==> config.mk <==
export PLATFORM = sky130hd
export DESIGN_NAME = mcs4_ram
export DESIGN_NICKNAME = d
export VERILOG_FILES = /design/src/rtl/mcs4_ram.sv
export SDC_FILE = /design/constraint.sdc
export NUM_CORES = 1
export LEC_CHECK = 0
export CORE_UTILIZATION = 45
export DETAILED_ROUTE_END_ITERATION = 8
export SLEW_MARGIN = 20
export SYNTH_ARGS = -nofsm -noshare
export SYNTH_HDL_FRONTEND = slang
export SYNTH_SLANG_ARGS = --single-unit
export TNS_END_PERCENT = 50
==> constraint.sdc <==
create_clock -name clk_i -period 2.5 [get_ports clk_i]
set_clock_uncertainty 0.15 [all_clocks]
set_input_delay 0.375 -clock clk_i [delete_from_list [all_inputs] [get_ports clk_i]]
set_output_delay 0.375 -clock clk_i [all_outputs]
set_load 0.02 [all_outputs]
==> src/rtl/mcs4_ram.sv <==
// MCS-4 data RAM / output-port chip: decodes the A1..X3 instruction slots and executes SRC and RAM I/O opcodes.
// Optional macro MCS4_RAM_RESET_CLEAR_EN makes RESET_i also zero the RAM and status arrays.
module mcs4_ram #(
    parameter int         NUM_REGS   = 4,
    parameter int         NUM_CHARS  = 16,
    parameter int         NUM_STATUS = 4,
    parameter int         OUT_W      = 4,
    parameter logic [1:0] CHIP_ID    = 2'd0
) (
    input  logic             clk_i,
    input  logic             RESET_i,
    input  logic             PHI1_i,
    input  logic             PHI2_i,
    input  logic             SYNC_i,
    input  logic             CM_i,
    input  logic [3:0]       D_i,
    output logic [3:0]       D_o,
    output logic             D_oe_o,
    output logic [OUT_W-1:0] O_o
);

    localparam int CW         = $clog2(NUM_CHARS);
    localparam int RAM_AW     = $clog2(NUM_REGS * NUM_CHARS);
    localparam int STAT_PER   = (NUM_STATUS > 0) ? NUM_STATUS : 1;
    localparam int STAT_DEPTH = NUM_REGS * STAT_PER;
    localparam int STAT_AW    = (STAT_DEPTH > 1) ? $clog2(STAT_DEPTH) : 1;
    localparam logic [3:0] REG_MASK  = 4'((1 << NUM_REGS) - 1);
    localparam logic [3:0] STAT_MASK = 4'((1 << NUM_STATUS) - 1);

    typedef enum logic [2:0] {A1, A2, A3, M1, M2, X1, X2, X3} slot_t;

    slot_t               slot, slot_next;
    logic                prev_phi2, phi2_edge, abort;
    logic [3:0]          opa, char_idx, rd_val;
    logic [1:0]          reg_idx;
    logic                io_pend, sel, src_hit, chip_match;
    logic                reg_ok, stat_ok, is_ram_rd, is_stat_rd;
    logic                exec, ram_we, stat_we;
    logic [RAM_AW-1:0]   ram_addr;
    logic [STAT_AW-1:0]  stat_addr;
    logic [3:0]          ram_mem  [2**RAM_AW];
    logic [3:0]          stat_mem [2**STAT_AW];
    logic                unused_inputs;

    assign unused_inputs = ^{PHI1_i, char_idx};

    always_ff @(posedge clk_i) begin
        prev_phi2 <= PHI2_i;
    end

    // A SYNC seen anywhere but at the end of X3 is a mid-cycle abort.
    always_comb begin
        phi2_edge  = PHI2_i & ~prev_phi2;
        abort      = SYNC_i && (slot != X3);
        chip_match = (D_i[3:2] == CHIP_ID);
        reg_ok     = REG_MASK[reg_idx];
        stat_ok    = reg_ok && STAT_MASK[opa[1:0]];
        ram_addr   = RAM_AW'(int'(reg_idx) * NUM_CHARS + int'(char_idx[CW-1:0]));
        stat_addr  = STAT_AW'(int'(reg_idx) * STAT_PER + int'(opa[1:0]));
        is_ram_rd  = (opa == 4'h8) || (opa == 4'h9) || (opa == 4'hB);
        is_stat_rd = (opa[3:2] == 2'b11);
        rd_val     = 4'h0;
        if (is_ram_rd && reg_ok) begin
            rd_val = ram_mem[ram_addr];
        end else if (is_stat_rd && stat_ok) begin
            rd_val = stat_mem[stat_addr];
        end
        exec    = phi2_edge && !abort && !RESET_i && (slot == X2) && !CM_i && io_pend && sel;
        ram_we  = exec && (opa == 4'h0) && reg_ok;
        stat_we = exec && (opa[3:2] == 2'b01) && stat_ok;
    end

    always_ff @(posedge clk_i) begin
        if (RESET_i) begin
            slot <= A1;
        end else begin
            slot <= slot_next;
        end
    end

    always_comb begin
        slot_next = slot;
        if (phi2_edge) begin
            if (SYNC_i || (slot == X3)) begin
                slot_next = A1;
            end else begin
                slot_next = slot_t'(3'(slot + 3'd1));
            end
        end
    end

    always_ff @(posedge clk_i) begin
        if (RESET_i) begin
            opa      <= 4'h0;
            io_pend  <= 1'b0;
            sel      <= 1'b0;
            src_hit  <= 1'b0;
            reg_idx  <= 2'd0;
            char_idx <= 4'h0;
            D_o      <= 4'h0;
            D_oe_o   <= 1'b0;
            O_o      <= '0;
        end else if (phi2_edge) begin
            if (abort) begin
                io_pend <= 1'b0;
                src_hit <= 1'b0;
                D_oe_o  <= 1'b0;
            end else begin
                case (slot)
                    M2: begin
                        if (CM_i) begin
                            opa     <= D_i;
                            io_pend <= 1'b1;
                        end else begin
                            io_pend <= 1'b0;
                        end
                    end
                    X1: begin
                        if (io_pend && sel && (is_ram_rd || is_stat_rd)) begin
                            D_oe_o <= 1'b1;
                            D_o    <= rd_val;
                        end
                    end
                    // CM high at X2 is always an SRC; otherwise a pending I/O executes.
                    X2: begin
                        D_oe_o <= 1'b0;
                        if (CM_i) begin
                            sel <= chip_match;
                            if (chip_match) begin
                                reg_idx <= D_i[1:0];
                                io_pend <= 1'b0;
                                src_hit <= 1'b1;
                            end
                        end else if (io_pend && sel) begin
                            io_pend <= 1'b0;
                            if (opa == 4'h1) begin
                                O_o <= D_i[OUT_W-1:0];
                            end
                        end
                    end
                    X3: begin
                        if (src_hit) begin
                            char_idx <= D_i;
                        end
                        src_hit <= 1'b0;
                    end
                    default: ;
                endcase
            end
        end
    end

`ifdef MCS4_RAM_RESET_CLEAR_EN
    always_ff @(posedge clk_i) begin
        if (RESET_i) begin
            for (int i = 0; i < 2**RAM_AW; i++) begin
                ram_mem[i] <= 4'h0;
            end
            for (int i = 0; i < 2**STAT_AW; i++) begin
                stat_mem[i] <= 4'h0;
            end
        end else begin
            if (ram_we) begin
                ram_mem[ram_addr] <= D_i;
            end
            if (stat_we) begin
                stat_mem[stat_addr] <= D_i;
            end
        end
    end
`else
    always_ff @(posedge clk_i) begin
        if (ram_we) begin
            ram_mem[ram_addr] <= D_i;
        end
        if (stat_we) begin
            stat_mem[stat_addr] <= D_i;
        end
    end
`endif

endmodule

==> Word level (Yosys, flattened, before mapping) <==
Memories as Yosys holds them, arrays and structs flattened.
Cells that the tools add are included.
{ "totals": {"register_bits": 26, "latch_bits": 0, "mem_bits_rw": 320, "rom_bits": 0, "inputBits": 10, "output_inout_bits": 9, "word_cells": 99, "n_memories": 2} }
{ "classes": {"add_sub_neg": 3, "mul": 0, "div": 0, "n_lt_le_gt_ge": 2, "n_eq_ne": 16, "n_shift": 0, "mux": 24, "n_bitwise": 4, "reduce_logical": 37} }
{ "memory_table": {"columns": ["memory", "depth", "word_bits", "rd", "rd_clocked_by_memory_dff", "write_ports", "line_no", "source"], "rows": [
  ["ram_mem", 64, 4, 1, 0, 1, "41", "logic [3:0] ram_mem [2**RAM_AW];"],
  ["stat_mem", 16, 4, 1, 0, 1, "42", "logic [3:0] stat_mem [2**STAT_AW];"]
]} }
{ "ops": {"columns": ["cell", "count"], "rows": [
  ["4-bit AND reduction", 6],
  ["1-bit logical AND", 16],
  ["1-bit 2-to-1 mux", 16],
  ["3-bit == test, second input constant", 4],
  ["4-bit == test, second input constant", 3],
  ["3-bit inequality test, second input constant", 4],
  ["3-bit nonzero test", 3],
  ["4-bit 2-to-1 mux", 2],
  ["6-bit by 4-bit adder with 6-bit output", 1],
  ["2-bit by 3-bit < comparator with 1-bit output, second input constant", 2],
  ["1-bit case mux with 2 select lines", 3],
  ["6-bit AND reduction", 1],
  ["5-bit AND reduction", 1],
  ["4-bit by 2-bit adder with 4-bit output", 1],
  ["1-bit binary-select mux with 2-bit select", 2],
  ["4-bit by 1-bit == test with 1-bit output, second input constant", 1],
  ["4-bit logical NOT", 1],
  ["1-bit logical OR", 4],
  ["4-bit by 3-bit inequality test with 1-bit output, second input constant", 1],
  ["4-bit inequality test, second input constant", 1],
  ["3-bit by 1-bit adder with 3-bit output, second input constant", 1],
  ["1-bit logical NOT", 3],
  ["3-bit 2-to-1 mux", 1],
  ["1-bit inverter", 3],
  ["other kinds (5)", 5]
]} }

==> Logic depth before layout (Yosys ltp) <==
Gate-level depths: netlist of the first run.
{ "depth": {"word_depth": 13, "depth_mapped": 10} }

==> Worst setup path before layout of the first run <==
OpenSTA, ideal clock, no wires.
{ "synth_timing": {"kind": "flip-flop to flip-flop", "startpoint": "register slot[1]", "endpoint": "memory ram_mem[49][0] (enable)", "arrival_ns": 1.826, "required_ns": 2.020, "slack_ns": 0.194, "stages_incl_launch_ff": 9, "path_buffers": 0, "period_less_slack_ns": 2.306, "cell_sequence": "dfxtp_1 -> ha_1 -> ha_1 -> nor2b_1 -> nor4_1 -> nand3_1 -> nor2_1 -> nand2_1 -> nor2_1"} }
{ "synth_via": {"elab_chain_cells": 13, "word_cells_on_any_way": 14, "cone_classes": "2 x eq/ne; 2 x mux; 10 x reduce/logical"} }
{ "synth_lines": {"columns": ["item", "line_no", "source"], "rows": [
  ["start: declaration", "32", "slot_t slot, slot_next;"],
  ["start signal: assignment", "77", "slot <= slot_next;"],
  ["3-bit inequality test", "54", "abort = SYNC_i && (slot != X3);"],
  ["1-bit logical AND", "54", null],
  ["1-bit logical NOT", "68", "exec = phi2_edge && !abort && !RESET_i && (slot == X2) && !CM_i && io_pend && sel;"],
  ["1-bit logical AND (2 in a row)", "68", null],
  ["1-bit logical AND (*) (4 in a row)", "68", null],
  ["1-bit logical AND (*) (2 in a row)", "69", "ram_we = exec && (opa == 4'h0) && reg_ok;"],
  ["1-bit 2-to-1 mux (*)", "173", "if (ram_we) begin"],
  ["1-bit 2-to-1 mux (implied by the code) (*)", "174", "ram_mem[ram_addr] <= D_i;"],
  ["end: declaration", "41", null]
]} }
Every way passes the cells marked *; elsewhere a longest branch is shown, timed or not.

==> Final worst setup path of the first run <==
{ "layout_timing": {"startpoint": "register char_idx[2]", "endpoint": "register D_o[0]"} }
{ "layout_via": {"elab_chain_cells": 3} }
{ "layout_lines": {"columns": ["item", "line_no", "source"], "rows": [
  ["start: declaration", "34", "logic [3:0] opa, char_idx, rd_val;"],
  ["start signal: assignment", "143", "char_idx <= D_i;"],
  ["6-bit by 4-bit adder with 6-bit output", "58", "ram_addr = RAM_AW'(int'(reg_idx) * NUM_CHARS + int'(char_idx[CW-1:0]));"],
  ["memory 64 x 4 bit", null, null],
  ["4-bit 2-to-1 mux", "63", "if (is_ram_rd && reg_ok) begin"],
  ["end signal: assignment", "121", "D_o <= rd_val;"],
  ["end: declaration", "17", "output logic [3:0] D_o,"]
]} }
No other way between the ends.
A chain may end at the register's enable or synchronous reset.

==> metrics.txt, run 1 <==
crit start category register; final worst slack between 20 and 30 ps; Seq pwr share between 50 and 60%; worst hold path class primary input to register; PortBufs 17; Vias roughly 8800; critical path's slowest cell dfxtp_4; Place WS -539.6 ps; vias in the first global route between 8000 and 9000; CTS H-tree depth 2; Max Transition Viols Final 0; PwrDens between 600 and 700 nW/um2; Unique masters post-synth 63; Clock Pin Slew Worst Setup and Hold Paths around 60 ps; number of synthesized flops with an enable pin 320; initial antenna violation count 1; worst r2r path cells 10; total CTS buffers 36; Tcrit/Tclk final just under 100%; Top delay family on crit path compound AO/OA/AOI/OAI gates; worst setup path startpoint char_idx[2]; Req. time, crit path 2750 ps; Max Freq 404.3 MHz; share of layout cells above drive strength 1 between 30% and 40%; worst-case clock buffer depth 3; post-synthesis async set-or-reset flop share 0%; Worst Max-Slew Pin Slew 915.6 ps; Hold Slack roughly 240 ps; Critical R2R Launch char_idx[2]; maximum VDD drop between 0.0003 and 0.0004 V; Vias/cell roughly 5.6; CP max FO 4; worst path buffer plus inverter count 4; Die X 179.7 um; r2r setup slk 30 ps; CTS root buf clkbuf_16; Fin. Hold Viols 0; Logic pwr share 1.3%; synthesis warning total 0; TritonCTS clock tree done; Final GP Congestion 0.8430; Post-Synthesis Cells slightly above 900; syn nets 934; max cap viols 0; power share of the clock group between 40% and 50%; status finished, final reports clean; antenna-violating nets left 0; Top Ports 19; post-layout net count 1160; CTS sink cnt about 350; row cnt between 60 and 70; Final setup viols 0; Antenna Cells 0; Switching Share between 20% and 30%; area of the core 30830 um2; total grt overflow 0; syn avg cell area 15.47 um2; Critical Path Sink D_o[0]; Slew HR about 39%; first-pass GRT wire length roughly 53000 um; DRC 0; largest net degree at the start of global routing 85; Pint 9.179 mW; dpl hpwl between 20000 and 25000 um; worst path cell trace buf_12, buf_4, mux2i_1, o22ai_1, a2111oi_4, buf_4, a2111oi_4, o41ai_2, buf_4, a211oi_2; P_sw 2.297 mW; Synth Cell Area around 14000 um2; Die ar. roughly 32000 um2; WL/cell 22.28 um; WP depth 10; worst-skew pair later-pin latency 510 ps; Setup Crit Path Kind register to register; Pre-Repair DR Iteration Count 5; Most common cell on crit path buf_4; min cycle time layout ~2500 ps; LEAKAGE about 6 nW; Top FF cell, synth edfxtp_1; Total Wirelength about 35000 um; Area growth, synth to finish 26.08%; RSZ-0062 raised after global routing yes; critical path endpoint category register; Die Ht between 150 and 200 um; Initial Util between 40% and 50%; drt initial violations 814; Max stage delay on crit path between 300 and 400 ps; Worst EP arrival about 2700 ps; gr usage total around 22%; worst r2r dst D_o[0]; Yosys reg bits between 300 and 400; sequential share of the synthesized area 71.27%
==> cell families (layout without fill, tap and decap cells) <==
group                    Yosys count  after routing  synth area share, %
AO/OA/AOI/OAI                    152            152                8.284
adder cells (fa/ha/maj)            5              5               0.4401
buffers and inverters             70            323                2.896
flip-flops                       346            346                71.27
multiplexers                     111            111                9.833
AND/OR/NAND/NOR                  235            235                7.280
==> repair_timing <==
action,in CTS,in global routing
hold buffers,0,0
pin swaps,10,18
buffers inserted,9,7
gates cloned,0,1
gates resized for setup,39,85
endpoints found under the setup margin,260,260
==> worst min path at each step <==
stage	cells after the start	slack [ps]	end	from
after floorplan	0	250	prev_phi2	PHI2_i
after detailed placement	2	340	O_o[0]	O_o[0]
after CTS	1	220	prev_phi2	PHI2_i
final	1	240	prev_phi2	PHI2_i
after global routing	1	250	prev_phi2	PHI2_i
after global placement	2	330	O_o[2]	O_o[2]
==> cell type report <==
cell class	instances	area (um2)
Clock buffer	46	959.7
Timing Repair Buffer	240	2085
Clock inverter	19	127.6
Fill cell	2362	12910
Multi-Input combinational cell	503	4043
Inverter	18	67.56
Tap cell	396	495.5
Sequential cell	346	10140
==> power by group through the flow <==
stage | registers, mW | logic (mW) | clock network (mW)
2_1_floorplan | 6.44 | 0.0212 | 0
3_3_place_gp | 6.44 | 0.152 | 0
3_5_place_dp | 6.44 | 0.154 | 0
4_1_cts | 6.31 | 0.155 | 5.10
5_1_grt | 6.31 | 0.164 | 5.32
6_report | 6.31 | 0.151 | 5.01
==> cell usage in the layout, fill, tap and decap left out, drive strengths merged, types with 6 or more instances in the layout <==
master / Yosys / routed
a2111oi: 6 / 6
a221o: 12 / 12
mux2: 6 / 6
o32ai: 9 / 9
edfxtp: 320 / 320
o22ai: 20 / 20
clkbuf: 12 / 47
a22oi: 10 / 10
a21oi: 13 / 13
nor2b: 9 / 9
nand3: 16 / 16
nor2: 123 / 123
clkdlybuf4s50: 0 / 13
clkinv: 1 / 15
a221oi: 16 / 16
mux4: 22 / 22
dfxtp: 26 / 26
mux2i: 83 / 83
o21ai: 15 / 15
nand2b: 10 / 10
buf: 40 / 226
and3: 6 / 6
inv: 17 / 19
o2bb2ai: 8 / 8
nand2: 52 / 52
==> metal layers <==
metal	vias to the layer above	global-route usage [%]	share of wire (%)
li1	4041	-	-
met1	4375	30.81	45
met2	293	33.73	46
met3	73	3.890	6.6
met4	0	7.552	3.0
met5	-	0	0
==> synth_stat cells (6+ instances only) <==
| library cell | instances | area [um2] |
|---|---|---|
| nand3_1 | 16 | 80.08 |
| mux4_2 | 22 | 495.5 |
| a21oi_1 | 13 | 65.06 |
| o22ai_1 | 20 | 125.1 |
| edfxtp_1 | 320 | 9609 |
| inv_1 | 17 | 63.81 |
| and3_1 | 6 | 37.54 |
| o2bb2ai_1 | 8 | 70.07 |
| nand2b_1 | 10 | 62.56 |
| clkbuf_1 | 12 | 45.04 |
| nand2_1 | 52 | 195.2 |
| buf_6 | 7 | 78.83 |
| nor2_1 | 123 | 461.7 |
| buf_2 | 24 | 120.1 |
| mux2i_1 | 83 | 830.8 |
| dfxtp_1 | 26 | 520.5 |
| a221o_1 | 12 | 120.1 |
| o32ai_1 | 9 | 78.83 |
| a221oi_1 | 15 | 131.4 |
| a22oi_1 | 10 | 75.07 |
| nor2b_1 | 8 | 50.05 |
| o21ai_0 | 14 | 70.07 |
==> flip-flops by register name (all words and copies together) (netlist names) <==
name	cells
char_idx	4
D_o	4
slot	3
reg_idx	2
D_oe_o	1
opa	4
stat_mem	64
sel	1
io_pend	1
src_hit	1
prev_phi2	1
O_o	4
ram_mem	256
==> metrics by stage <==
step | power (mW) | instance area, um2 | setup TNS, ps | cells | util (%)
2_1_floorplan | 6.464 | 14210 | 0 | 919 | -
3_3_place_gp | 6.592 | 16170 | -145300 | 1487 | 52.46
3_5_place_dp | 6.594 | 16170 | -127980 | 1487 | 52.46
4_1_cts | 11.57 | 17520 | 0 | 1561 | 56.83
5_1_grt | 11.80 | 17920 | -1212 | 1568 | 58.13
6_report | 11.48 | 17920 | 0 | 1568 | 58.13
Power figures use the tool's default switching activity.
==> inputs of run 2 (changes only) <==
--- a/config.mk
+++ b/config.mk
@@ -7,6 +7,7 @@
 export LEC_CHECK = 0
 export CORE_UTILIZATION = 45
 export DETAILED_ROUTE_END_ITERATION = 8
+export MAX_ROUTING_LAYER = met4
 export SLEW_MARGIN = 20
 export SYNTH_ARGS = -nofsm -noshare
 export SYNTH_HDL_FRONTEND = slang
==> metrics.txt, run 2 (synthesis gave the netlist of run 1 again) <==
first-pass GRT wire length between 50000 and 60000 um; Die Ht around 180 um; worst r2r dst D_o[0]; initial antenna violation count 1; worst-case clock buffer depth 3; CTS root buf clkbuf_16; r2r setup slk between 20 and 30 ps; PwrDens 642.9 nW/um2; Die X 179.7 um; critical path endpoint category register; commonest non-fill, non-tap cell in the layout edfxtp_1; Initial Util around 46%; Total Power around 11 mW; RSZ-0062 raised after global routing yes; largest net degree at the start of global routing 85; Clock Pin Slew Worst Setup and Hold Paths about 60 ps; Tcrit/Tclk final just under 100%; PortBufs 17; Finished Layout Cells 1567; Multi-input gate area 3988 um2; crit start category register; drt initial violations around 890; status finished, final reports clean; row cnt 64; dpl hpwl 22540 um; post-layout util 57.87%; Top reg by flops ram_mem; Seq pwr share a little under three fifths; total CTS buffers 36; Fin. Hold Viols 0; Hold Buf Count CTS 0; P_sw between 2 and 2.5 mW; DRC 0; Placed Instance Area 16170 um2; power share of the clock group a little over two fifths; antenna-violating nets left 0; worst r2r path cells 10; fill count 2367; commonest cells after routing, fill and taps aside edfxtp_1, buf_4, nor2_1; hold path start PHI2_i; Critical R2R Launch char_idx[2]; Switching Share between 15 and 20%; Pint a little over 9 mW; Total Wirelength around 35000 um; worst-skew pair later-pin latency about 520 ps; total grt overflow 0; Req. time, crit path around 2800 ps; final instance area about 18000 um2; vias in the first global route just under 9000; Vias/cell around 5.6; Final GP Congestion 0.8561; share of layout cells above drive strength 1 about a third; Worst EP arrival between 2000 and 3000 ps; Slew HR 36.34%; Setup Crit Path Kind register to register; post-layout net count around 1200; Area growth, synth to finish 25.51%; hold path cells 1; Antenna Cells 0; dpl cells 1487; CTS H-tree depth 2; Place WS -539.6 ps; setup_tns 0 ps; gr usage total approximately 22%; Final setup viols 0; Max Freq a little over 400 MHz; Pre-Repair DR Iteration Count 5; worst hold path class primary input to register; final worst slack around 26 ps; WHS Endpoint prev_phi2; TritonCTS clock tree done; Vias slightly below 9000; max cap viols 0; Die ar. 32300 um2; Hold Slack ~240 ps; maximum VDD drop 0.0003891 V; min cycle time layout ~2500 ps; WL/cell about 22 um; LEAKAGE roughly 6 nW; Top Registers ram_mem (256), stat_mem (64); Max Transition Viols Final 0; area of the core slightly above 30000 um2; Worst Max-Slew Pin Slew ~950 ps; Top Ports 19; CP max FO 22; CTS sink cnt 346; flip-flop and latch area between 10000 and 15000 um2; Logic pwr share under 10%; max reg flops 256
==> run 2: cell types whose count changed in the layout (fill, tap and decap cells not counted), sizes merged <==
cell,previous run,this run
buf,226,225
==> run 2: layer usage <==
layer / wire length (um) / share of wire [%] / GRT usage (%)
met2: 16230 / 46 / 33.85
met3: 2372 / 6.8 / 4.113
met4: 958 / 2.7 / 7.552
met1: 15380 / 44 / 30.63
met5: 0 / 0 / -
==> run 2: worst max-delay path by stage <==
stage           startpoint        endpoint  slack [ps]  cells after the start
6_report       char_idx[2]          D_o[0]          30                     10
5_1_grt            slot[1]  ram_mem[48][2]         -40                     11
4_1_cts            slot[0]  ram_mem[24][3]           2                     11
3_5_place_dp        PHI2_i   ram_mem[0][1]        -540                     10
3_3_place_gp        PHI2_i   ram_mem[0][3]        -600                     10
2_1_floorplan      slot[1]  ram_mem[49][0]         190                      8
==> run 2: cell type report <==
| cell class | instances | share of cell area (%) |
|---|---|---|
| Clock buffer | 46 | 5.379 |
| Clock inverter | 19 | 0.7154 |
| Inverter | 18 | 0.3787 |
| Multi-Input combinational cell | 503 | 22.35 |
| Sequential cell | 346 | 56.86 |
| Tap cell | 396 | 2.777 |
| Timing Repair Buffer | 239 | 11.54 |
==> run 2: critical path, stage by stage (launching register included) <==
cell      delay (ps)
dfxtp_4          390
buf_12           120
buf_16           170
buf_6            140
mux2i_1          210
mux4_2           250
o21ai_0          110
nor2b_2          190
o41ai_2          360
buf_4            190
a211oi_2          60
==> run 2: power by group through the flow <==
| stage | Combinational, mW | Clock (mW) | Sequential, mW |
|---|---|---|---|
| 2_1_floorplan | 0.0212 | 0 | 6.44 |
| 5_1_grt | 0.164 | 5.32 | 6.31 |
| 3_3_place_gp | 0.152 | 0 | 6.44 |
| 4_1_cts | 0.155 | 5.10 | 6.31 |
| 6_report | 0.151 | 5.00 | 6.32 |
| 3_5_place_dp | 0.154 | 0 | 6.44 |
==> run 2: timing repair <==
item	4_1_cts	5_1_grt
pin swaps	10	18
gates cloned	0	1
setup buffers	9	6
resized for setup	39	63
setup endpoints to repair	260	260
hold endpoints to repair	0	0
